===== src/rtl/msg_tx_if.sv =====
// Handshake and byte bus between the task controller, msg_tx and the UART TX.
interface msg_tx_if;
  logic       msg_req;
  logic [1:0] msg_type;
  logic [1:0] unit_code;
  logic [1:0] block_num;
  logic       tx_done;
  logic       tx_start;
  logic [7:0] tx_data;
  logic       req_full;
  logic       busy;
  logic       msg_done;
  logic [7:0] drop_cnt;

  modport master (
    output msg_req, msg_type, unit_code, block_num, tx_done,
    input  tx_start, tx_data, req_full, busy, msg_done, drop_cnt
  );

  modport slave (
    input  msg_req, msg_type, unit_code, block_num, tx_done,
    output tx_start, tx_data, req_full, busy, msg_done, drop_cnt
  );
endinterface


===== src/rtl/msg_tx.sv =====
// msg_tx: queues status-message requests and streams each as a hash-terminated
// ASCII frame to a byte-wide UART transmitter, one byte per tx_start/tx_done.
// Optional build macro MSG_TX_NEWLINE_EN appends 0x0A after '#' in every frame.
module msg_tx #(
  parameter int unsigned FIFO_DEPTH = 4,
  parameter int unsigned BYTE_GAP   = 16
) (
  input  logic    clk_50M,
  input  logic    reset,
  msg_tx_if.slave bus
);
  localparam int unsigned AW       = $clog2(FIFO_DEPTH);
  localparam int unsigned GW       = (BYTE_GAP > 1) ? $clog2(BYTE_GAP) : 1;
  localparam int unsigned GAP_LAST = (BYTE_GAP > 0) ? BYTE_GAP - 1 : 0;

  typedef enum logic [2:0] {
    S_IDLE, S_LOAD, S_SEND, S_WAIT, S_GAP, S_NEXT, S_DONE
  } state_t;

  state_t        state_q, state_d;
  logic [5:0]    mem_q [FIFO_DEPTH];
  logic [AW:0]   wr_q, rd_q;
  logic          empty, full, push, pop, drop;
  logic [1:0]    type_q, unit_q, blk_q;
  logic [3:0]    idx_q, idx_d, last_idx;
  logic [GW-1:0] gap_q, gap_d;
  logic [7:0]    data_q, drop_q, cur_byte, u0;

  assign empty = (wr_q == rd_q);
  assign full  = (wr_q[AW] != rd_q[AW]) && (wr_q[AW-1:0] == rd_q[AW-1:0]);
  assign pop   = (state_q == S_LOAD);
  // A pop in the same cycle frees a slot, so a push while full is still taken.
  assign push  = bus.msg_req && (!full || pop);
  assign drop  = bus.msg_req && full && !pop;

  // Queue pointers and saturating drop counter
  always_ff @(posedge clk_50M) begin
    if (reset) begin
      wr_q   <= '0;
      rd_q   <= '0;
      drop_q <= '0;
    end else begin
      if (push) wr_q <= wr_q + 1'b1;
      if (pop)  rd_q <= rd_q + 1'b1;
      if (drop && drop_q != '1) drop_q <= drop_q + 1'b1;
    end
  end

  // Queue storage; entries are only read after being written
  always_ff @(posedge clk_50M) begin
    if (push) mem_q[wr_q[AW-1:0]] <= {bus.msg_type, bus.unit_code, bus.block_num};
  end

  // FSM state, byte index, gap counter, latched message fields, held tx byte
  always_ff @(posedge clk_50M) begin
    if (reset) begin
      state_q <= S_IDLE;
      idx_q   <= '0;
      gap_q   <= '0;
      type_q  <= '0;
      unit_q  <= '0;
      blk_q   <= '0;
      data_q  <= '0;
    end else begin
      state_q <= state_d;
      idx_q   <= idx_d;
      gap_q   <= gap_d;
      if (pop) {type_q, unit_q, blk_q} <= mem_q[rd_q[AW-1:0]];
      if (state_q == S_SEND) data_q <= cur_byte;
    end
  end

  // Next-state logic
  always_comb begin
    state_d = state_q;
    idx_d   = idx_q;
    gap_d   = gap_q;
    unique case (state_q)
      S_IDLE: if (!empty) state_d = S_LOAD;
      S_LOAD: begin
        idx_d   = '0;
        state_d = S_SEND;
      end
      S_SEND: state_d = S_WAIT;
      S_WAIT: if (bus.tx_done) begin
        gap_d   = '0;
        state_d = (BYTE_GAP > 0) ? S_GAP : S_NEXT;
      end
      S_GAP: begin
        if (gap_q == GW'(GAP_LAST)) state_d = S_NEXT;
        else                        gap_d   = gap_q + 1'b1;
      end
      S_NEXT: begin
        if (idx_q == last_idx) begin
          state_d = S_DONE;
        end else begin
          idx_d   = idx_q + 1'b1;
          state_d = S_SEND;
        end
      end
      S_DONE:  state_d = S_IDLE;
      default: state_d = S_IDLE;
    endcase
  end

  // First ASCII character of the unit name ('S','E','C','R'); second is always 'U'
  always_comb begin
    case (unit_q)
      2'd0:    u0 = 8'h53;
      2'd1:    u0 = 8'h45;
      2'd2:    u0 = 8'h43;
      default: u0 = 8'h52;
    endcase
  end

  // Frame byte at the current index and the frame's final index
  always_comb begin
    cur_byte = 8'h0A;
    last_idx = 4'd7;
    case (type_q)
      2'd0, 2'd2: begin
        last_idx = 4'd7;
        case (idx_q)
          4'd0:    cur_byte = (type_q == 2'd0) ? 8'h46 : 8'h42;
          4'd1:    cur_byte = (type_q == 2'd0) ? 8'h49 : 8'h44;
          4'd2:    cur_byte = 8'h4D;
          4'd3:    cur_byte = 8'h2D;
          4'd4:    cur_byte = u0;
          4'd5:    cur_byte = 8'h55;
          4'd6:    cur_byte = 8'h2D;
          4'd7:    cur_byte = 8'h23;
          default: cur_byte = 8'h0A;
        endcase
      end
      2'd1: begin
        last_idx = 4'd10;
        case (idx_q)
          4'd0:    cur_byte = 8'h42;
          4'd1:    cur_byte = 8'h50;
          4'd2:    cur_byte = 8'h4D;
          4'd3:    cur_byte = 8'h2D;
          4'd4:    cur_byte = u0;
          4'd5:    cur_byte = 8'h55;
          4'd6:    cur_byte = 8'h2D;
          4'd7:    cur_byte = 8'h42;
          4'd8:    cur_byte = 8'h31 + {6'd0, blk_q};
          4'd9:    cur_byte = 8'h2D;
          4'd10:   cur_byte = 8'h23;
          default: cur_byte = 8'h0A;
        endcase
      end
      default: begin
        last_idx = 4'd4;
        case (idx_q)
          4'd0:    cur_byte = 8'h45;
          4'd1:    cur_byte = 8'h4E;
          4'd2:    cur_byte = 8'h44;
          4'd3:    cur_byte = 8'h2D;
          4'd4:    cur_byte = 8'h23;
          default: cur_byte = 8'h0A;
        endcase
      end
    endcase
`ifdef MSG_TX_NEWLINE_EN
    last_idx = last_idx + 4'd1;
`endif
  end

  assign bus.tx_start = (state_q == S_SEND);
  assign bus.tx_data  = (state_q == S_SEND) ? cur_byte : data_q;
  assign bus.busy     = (state_q == S_SEND) || (state_q == S_WAIT) ||
                        (state_q == S_GAP)  || (state_q == S_NEXT);
  assign bus.msg_done = (state_q == S_DONE);
  assign bus.req_full = full;
  assign bus.drop_cnt = drop_q;
endmodule


===== src/flat_wrapper.sv =====
// flat-port wrapper written by rule: the top's interface ports become plain ports
module msg_tx_flat 
#(
  parameter int unsigned FIFO_DEPTH = 4,
  parameter int unsigned BYTE_GAP   = 16
)
  (clk_50M, reset, bus_msg_req, bus_msg_type, bus_unit_code, bus_block_num, bus_tx_done, bus_tx_start, bus_tx_data, bus_req_full, bus_busy, bus_msg_done, bus_drop_cnt);
  msg_tx_if bus_i ();
  input  logic clk_50M;
  input  logic reset;
  input wire logic [$bits(bus_i.msg_req)-1:0] bus_msg_req;
  input wire logic [$bits(bus_i.msg_type)-1:0] bus_msg_type;
  input wire logic [$bits(bus_i.unit_code)-1:0] bus_unit_code;
  input wire logic [$bits(bus_i.block_num)-1:0] bus_block_num;
  input wire logic [$bits(bus_i.tx_done)-1:0] bus_tx_done;
  output wire logic [$bits(bus_i.tx_start)-1:0] bus_tx_start;
  output wire logic [$bits(bus_i.tx_data)-1:0] bus_tx_data;
  output wire logic [$bits(bus_i.req_full)-1:0] bus_req_full;
  output wire logic [$bits(bus_i.busy)-1:0] bus_busy;
  output wire logic [$bits(bus_i.msg_done)-1:0] bus_msg_done;
  output wire logic [$bits(bus_i.drop_cnt)-1:0] bus_drop_cnt;
  assign bus_i.msg_req = bus_msg_req;
  assign bus_i.msg_type = bus_msg_type;
  assign bus_i.unit_code = bus_unit_code;
  assign bus_i.block_num = bus_block_num;
  assign bus_i.tx_done = bus_tx_done;
  assign bus_tx_start = bus_i.tx_start;
  assign bus_tx_data = bus_i.tx_data;
  assign bus_req_full = bus_i.req_full;
  assign bus_busy = bus_i.busy;
  assign bus_msg_done = bus_i.msg_done;
  assign bus_drop_cnt = bus_i.drop_cnt;
  msg_tx #(.FIFO_DEPTH(FIFO_DEPTH), .BYTE_GAP(BYTE_GAP)) u_core (.clk_50M(clk_50M), .reset(reset), .bus(bus_i));
endmodule

===== config.mk =====
export PLATFORM = sky130hd
export DESIGN_NAME = msg_tx_flat
export DESIGN_NICKNAME = d
export VERILOG_FILES = /design/src/rtl/msg_tx_if.sv /design/src/rtl/msg_tx.sv /design/src/flat_wrapper.sv
export SDC_FILE = /design/constraint.sdc
export NUM_CORES = 1
export LEC_CHECK = 0
export ABC_AREA = 1
export CAP_MARGIN = 25
export CORE_MARGIN = 1.5
export CORE_UTILIZATION = 40
export CTS_CLUSTER_DIAMETER = 60
export DETAILED_ROUTE_END_ITERATION = 12
export DONT_BUFFER_PORTS = 1
export GPL_TIMING_DRIVEN = 0
export HOLD_SLACK_MARGIN = 0.03
export PLACE_DENSITY = 0.52
export SLEW_MARGIN = 20
export SYNTH_ARGS = -nofsm -noshare
export SYNTH_HDL_FRONTEND = slang
export SYNTH_SLANG_ARGS = --single-unit

===== constraint.sdc =====
create_clock -name clk_50M -period 3.7 [get_ports clk_50M]
set_input_delay 0.74 -clock clk_50M [delete_from_list [all_inputs] [get_ports clk_50M]]
set_output_delay 0.74 -clock clk_50M [all_outputs]
set_load 0.02 [all_outputs]

Yosys cells after proc, flatten, opt, wreduce, memory -nomap -nowiden
Memories as Yosys holds them, arrays and structs flattened. A register that Yosys moved wholly into a read port is not among the register bits.
Cells that the tools add are included.
{ "op_classes": {"n_addsub": 6, "multipliers": 0, "n_div": 0, "n_lt_le_gt_ge": 0, "n_eq_ne": 31, "shift": 0, "n_mux": 21, "bitwise_logic": 0, "n_reduce_logical": 24} }
{ "ops": {"columns": ["op", "n"], "rows": [
  ["8-bit case mux with 8 select lines", 1],
  ["8-bit case mux with 7 select lines", 1],
  ["7-bit case mux with 5 select lines", 1],
  ["4-bit case mux with 2 select lines", 3],
  ["3-bit case mux with 6 select lines", 1],
  ["4-bit by 3-bit == test with 1-bit output, second input constant", 4],
  ["4-bit == test, second input constant", 4],
  ["4-bit two-way mux", 4],
  ["8-bit case mux with 2 select lines", 1],
  ["3-bit two-way mux", 5],
  ["5-bit case mux with 3 select lines", 1],
  ["3-bit == test, second input constant", 3],
  ["4-bit by 1-bit adder with 4-bit output, second input constant", 2],
  ["8-bit by 1-bit adder with 8-bit output, second input constant", 1],
  ["4-bit by 2-bit == test with 1-bit output, second input constant", 2],
  ["8-bit two-way mux", 1],
  ["2-bit != test, second input constant", 4],
  ["8-bit != test, second input constant", 1],
  ["6-bit by 2-bit adder with 7-bit output, first input constant", 1],
  ["3-bit by 1-bit adder with 3-bit output, second input constant", 2],
  ["3-bit by 2-bit == test with 1-bit output, second input constant", 2],
  ["3-bit AND reduction", 2],
  ["2-bit OR reduction", 3],
  ["1-bit logical AND", 5],
  ["18 further kinds", 27]
]} }
{ "totals": {"register_bits": 33, "latch_bits": 0, "ram_bits": 24, "rom_bits": 0, "in_bits": 10, "elab_cells": 90, "mem_count": 1} }
{ "mem_list": {"columns": ["memory", "depth", "word_bits", "rd", "rd_clocked_by_memory_dff", "wr", "line_no", "rtl"], "rows": [
  ["u_core.mem_q", 4, 6, 1, 1, 1, "msg_tx.sv:21", "logic [5:0] mem_q [FIFO_DEPTH];"]
]} }

Longest topological paths before layout
Gate-level depths: netlist (run 1).
{ "depth": {"ltp_word": 7, "ltp_mapped": 12} }

Least setup slack after synthesis (run 1)
No wires, ideal clock.
{ "synth_timing": {"path_kind": "reg-to-output", "startpoint": "register u_core.idx_q[0]", "endpoint": "output port bus_tx_data[3]", "t_arrival_ns": 1.499, "t_required_ns": 2.960, "path_slack_ns": 1.461, "stages_incl_launch_ff": 12, "path_buffers": 0, "cell_sequence": "dfxtp_1 > inv_1 > ha_1 > nand3_2 > nand2_1 > nor2_1 > nand2_1 > nand3_1 > nand2_1 > nand3_1 > nand2_1 > inv_1"} }
{ "synth_via": {"elab_chain_len": 5, "elab_cells_between_ends": 19} }
{ "synth_lines": {"columns": ["item", "line_no", "rtl"], "rows": [
  ["start, declared", "msg_tx.sv:25", "logic [3:0] idx_q, idx_d, last_idx;"],
  ["start signal, assigned", "msg_tx.sv:66", "idx_q <= idx_d;"],
  ["4-bit by 3-bit == test with 1-bit output (tied with other cells)", "msg_tx.sv:123, msg_tx.sv:137", null],
  ["3-bit OR reduction (no line) / 2-bit OR reduction (equally long branches)", null, null],
  ["8-bit case mux with 8 select lines / 8-bit case mux with 7 select lines (equally long branches)", "msg_tx.sv:137, msg_tx.sv:123", null],
  ["8-bit case mux with 2 select lines *", "msg_tx.sv:120", "case (type_q)"],
  ["8-bit two-way mux *", "msg_tx.sv:170", "assign bus.tx_data = (state_q == S_SEND) ? cur_byte : data_q;"],
  ["end, declared", "flat_wrapper.sv:17", "output wire logic [$bits(bus_i.tx_data)-1:0] bus_tx_data;"]
]} }
Every way passes the cells marked *; elsewhere a longest branch is shown, timed or not.

Final worst setup path (run 1)
Ends and elaborated chain as after synthesis.

==> flow_metrics.env, run 1 <==
export IMPL_outcome="finished, final reports clean"
export IMPL_critPathMaxStageDelay_ps=470
export IMPL_rsz0062_at_grt="false"
export IMPL_grt_pass1_vias=2623
export IMPL_grt_max_degree=14
export IMPL_leakage_nw=1.66
export IMPL_antenna_found_initial=0
export IMPL_grt_pass1_wl_mm=12.1
export IMPL_clockPowerShare_pct=30.6
export IMPL_async_flop_share_pct=0
export IMPL_fin_tns_setup_ps=0
export IMPL_swShare_pct=36.9
export IMPL_clkSinkCount=63
export IMPL_synth_area_um2=3480
export IMPL_ys_seq_area_share_pct=43.2
export IMPL_io_pin_count=30
export IMPL_synth_edf_count=24
export IMPL_wl_per_cell_um=12.7
export IMPL_final_nets=478
export IMPL_end_kind="primary output"
export IMPL_crit_path_top_delay_cell="dfxtp_1"
export IMPL_row_count=33
export IMPL_htreeDepth=3
export IMPL_required_ps=2960
export IMPL_startpoint_type="flop"
export IMPL_yosysTopAreaCell="dfxtp_1"
export IMPL_hold_path_class="reg2reg"
export IMPL_clk_pin_slew_ps=70
export IMPL_final_cells=563
export IMPL_routed_wl_mm=7.13
export IMPL_final_hold_viol_count=0
export IMPL_ff_latch_area_um2=1500
export IMPL_crit_arrival_ps=2130
export IMPL_multiInputGateArea_um2=1670
export IMPL_synth_nets=467
export IMPL_ctsHoldBuffers=0
export IMPL_drt_first_pass_iters=4
export IMPL_cpMostUsedCell="nand2_1"
export IMPL_drive_gt1_share_pct=14.2
export IMPL_power_switching_mw=0.827
export IMPL_gp_congestion=0.921
export IMPL_ctsRootBufferMaster="clkbuf_8"
export IMPL_crit_type="reg2out"
export IMPL_grt_usage_pct=17.3
export IMPL_insertion_delay_ps=350
export IMPL_cts_tree="done"
export IMPL_vdd_ir_drop_worst_mv=0.354
export IMPL_dr_first_iter_drc_count=65
export IMPL_diodes=0
export IMPL_synthTopCellsByCount="85 x nand2_1, 65 x nor2_1, 53 x inv_1, 39 x dfxtp_1, 28 x o21ai_0"
export IMPL_worst_path_max_fanout=7
export IMPL_yosysWarningCount=0
export IMPL_coreArea_um2=8300
export IMPL_detail_route_vias_per_cell=4.86
export IMPL_route_vias_total=2736
export IMPL_fillers=865
export IMPL_synth_flop_cell="dfxtp_1"
export IMPL_die_area_um2=9260
export IMPL_cts_repair_resized=0
export IMPL_intPower_mw=1.41
export IMPL_yosysMostFrequentCell="nand2_1"
export IMPL_finalCritPeriodShare_pct=77.7
export IMPL_crit_path_cell_trace="inv_1 > ha_1 > nand3_2 > nand2_1 > nor2_1 > nand2_1 > nand3_1 > nand2_1 > nand3_1 > nand2_1 > inv_1"
export IMPL_clock_path_buffers=2
export IMPL_fin_worst_skew_ps=19.0
export IMPL_synth_top_cells_by_area="dfxtp_1 22%, edfxtp_1 21%, nand2_1 9.2%"
export IMPL_die_x_um=96.2
export IMPL_drcViolationCount=0
export IMPL_maxCapViolCount=0
export IMPL_io_buffers=0
export IMPL_synthCells=442
export IMPL_cts_setup_buffers=0
export IMPL_period_minus_slack_ps=2870
export IMPL_combPwrFrac_pct=30.0
export IMPL_syn2layout_area_growth_pct=10.3
export IMPL_report_final_slew_viol_count=0
export IMPL_setup_viol=0
export IMPL_synth_cell_types=41
export IMPL_synth_avg_cell_area_um2=7.86
export IMPL_start_util_pct=41.9
export IMPL_timing_fmax_ghz=0.348
export IMPL_numCtsBuffers=9
export IMPL_postRouteAntennaNets=0
export IMPL_die_height_um=96.2
export IMPL_relSlewSlack_pct=60.4
export IMPL_ys_ff_latch=63
export IMPL_tightest_slew_ps=594
export IMPL_hpwl_mm=5.44
export IMPL_gr_total_overflow=0
export IMPL_pwr_share_seq_pct=39.5
export IMPL_power_density_nw_per_um2=584
export IMPL_place_inst=547
export IMPL_synth_top_cell_area_share_pct=22.5
-- layer usage --
| metal | part of all wire (%) | wire length, um | vias to the layer above | global-route usage, % |
|---|---|---|---|---|
| li1 | - | - | 1450 | - |
| met1 | 48 | 3460 | 1237 | 21.6 |
| met2 | 47 | 3330 | 40 | 28.5 |
| met3 | 3.6 | 255 | 9 | 5.61 |
| met4 | 1.2 | 83 | 0 | 5.15 |
| met5 | 0 | 0 | - | 0 |
-- power groups by stage --
stage | logic, mW | clock network, mW | registers, mW
CTS | 0.682 | 0.705 | 0.884
global route | 0.775 | 0.732 | 0.898
floorplan | 0.553 | 0 | 0.878
global placement | 0.670 | 0 | 0.899
finish | 0.671 | 0.684 | 0.883
detailed placement | 0.680 | 0 | 0.900
-- path summary, 6_finish.rpt --
path	depth (start not counted)	slack, ps	endpoint	from
min	2	470	u_core.data_q[7]	u_core.data_q[7]
max	11	830	bus_tx_data[3]	u_core.idx_q[0]
max reg2reg	6	1720	u_core.mem_q[2][1]	u_core.state_q[0]
min reg2reg	2	470	u_core.data_q[7]	u_core.data_q[7]
-- placed cells by master, fill, tap and decap left out, types with 3 or more instances in the layout --
cell	Yosys	final
inv_1	53	53
nand2_1	85	85
o21ai_0	28	28
or2_2	6	6
edfxtp_1	24	24
dfxtp_1	39	39
clkinv_4	1	3
inv_2	9	9
nand2_2	8	8
xnor2_1	6	6
clkbuf_8	0	9
nand3_2	4	4
a21oi_1	22	22
xor2_1	5	5
o32ai_1	4	4
nor3_1	5	5
o21ai_1	7	7
clkbuf_1	5	5
nand3_1	18	18
a21oi_2	5	5
nor2_1	65	65
ha_1	15	15
-- critical path, delay by kind of cell, from the launching register on --
kind / cells / cell delay [ps]
adders and majority gates: 1 / 260
buffers and inverters: 2 / 270
DFF: 1 / 470
and+or+nand+nor: 8 / 810
-- through the flow --
step | setup slack, ps | hold slack (ps) | instance area, um2 | power, mW | utilization [%]
after floorplan | 1460 | 425 | 3480 | 1.43 | -
after global placement | 1180 | 447 | 3610 | 1.57 | 43.5
after detailed placement | 1170 | 452 | 3610 | 1.58 | 43.5
after CTS | 805 | 464 | 3830 | 2.27 | 46.2
after global routing | 609 | 448 | 3830 | 2.40 | 46.2
final | 826 | 465 | 3830 | 2.24 | 46.2
-- sequential cells by signal, summed over array words and instances (netlist names) --
name / flops
u_core.idx_q: 4
u_core.state_q: 3
u_core.rd_q: 3
u_core.unit_q: 2
u_core.bus.drop_cnt: 8
u_core.type_q: 2
u_core.gap_q: 4
u_core.data_q: 8
u_core.mem_q: 24
u_core.wr_q: 3
u_core.blk_q: 2
-- cell type report --
class | count | share of cell area (%)
Sequential cell | 63 | 39.2
Clock buffer | 9 | 3.23
Clock inverter | 7 | 2.68
Multi-Input combinational cell | 306 | 43.7
Inverter | 63 | 6.30
Tap cell | 105 | 3.43
Buffer | 10 | 1.53
-- cell families (layout without fill, tap and decap cells) --
kind of cell,after synthesis,after routing,share of synthesized area (%)
and+or+nand+nor,204,204,27.2
muxes,2,2,0.576
xor gates and xnor gates,11,11,2.77
adders and majority gates,15,15,5.40
buffers and inverters,73,89,8.64
DFF,63,63,43.2
AOI/OAI and AO/OA,74,74,12.2
Power figures use the tool's default switching activity.
==> run 2, diff against run 1 <==
Clock period 3.7 ns to 3 ns, I/O delays scaled along.
==> results of run 2 <==
Same layout as run 1 (identical final DEF). Status: finished, final reports clean.
Main changes from that run: setup slack after placement 1170 ps -> 614 ps; clock-pin slew on the worst setup and hold paths 70 ps -> 90 ps; setup slack after layout 826 ps -> 266 ps; hold slack 465 ps -> 342 ps; register-to-register setup slack 1720 ps -> 1020 ps; end point of the worst hold path u_core.data_q[7] -> u_core.mem_q[3][4]; total power 2.24 mW -> 2.76 mW; worst IR drop on VDD 0.354 mV -> 0.436 mV
==> run 3, diff against run 2 <==
Settings changed: SKIP_CTS_REPAIR_TIMING from default to 1.
==> results of run 3 <==
Same layout as run 1 (identical final DEF). Status: finished, final reports clean.
Main changes from that run: setup slack after placement 1170 ps -> 614 ps; clock-pin slew on the worst setup and hold paths 70 ps -> 90 ps; setup slack after layout 826 ps -> 266 ps; hold slack 465 ps -> 342 ps; register-to-register setup slack 1720 ps -> 1020 ps; end point of the worst hold path u_core.data_q[7] -> u_core.mem_q[3][4]; total power 2.24 mW -> 2.76 mW; worst IR drop on VDD 0.354 mV -> 0.436 mV
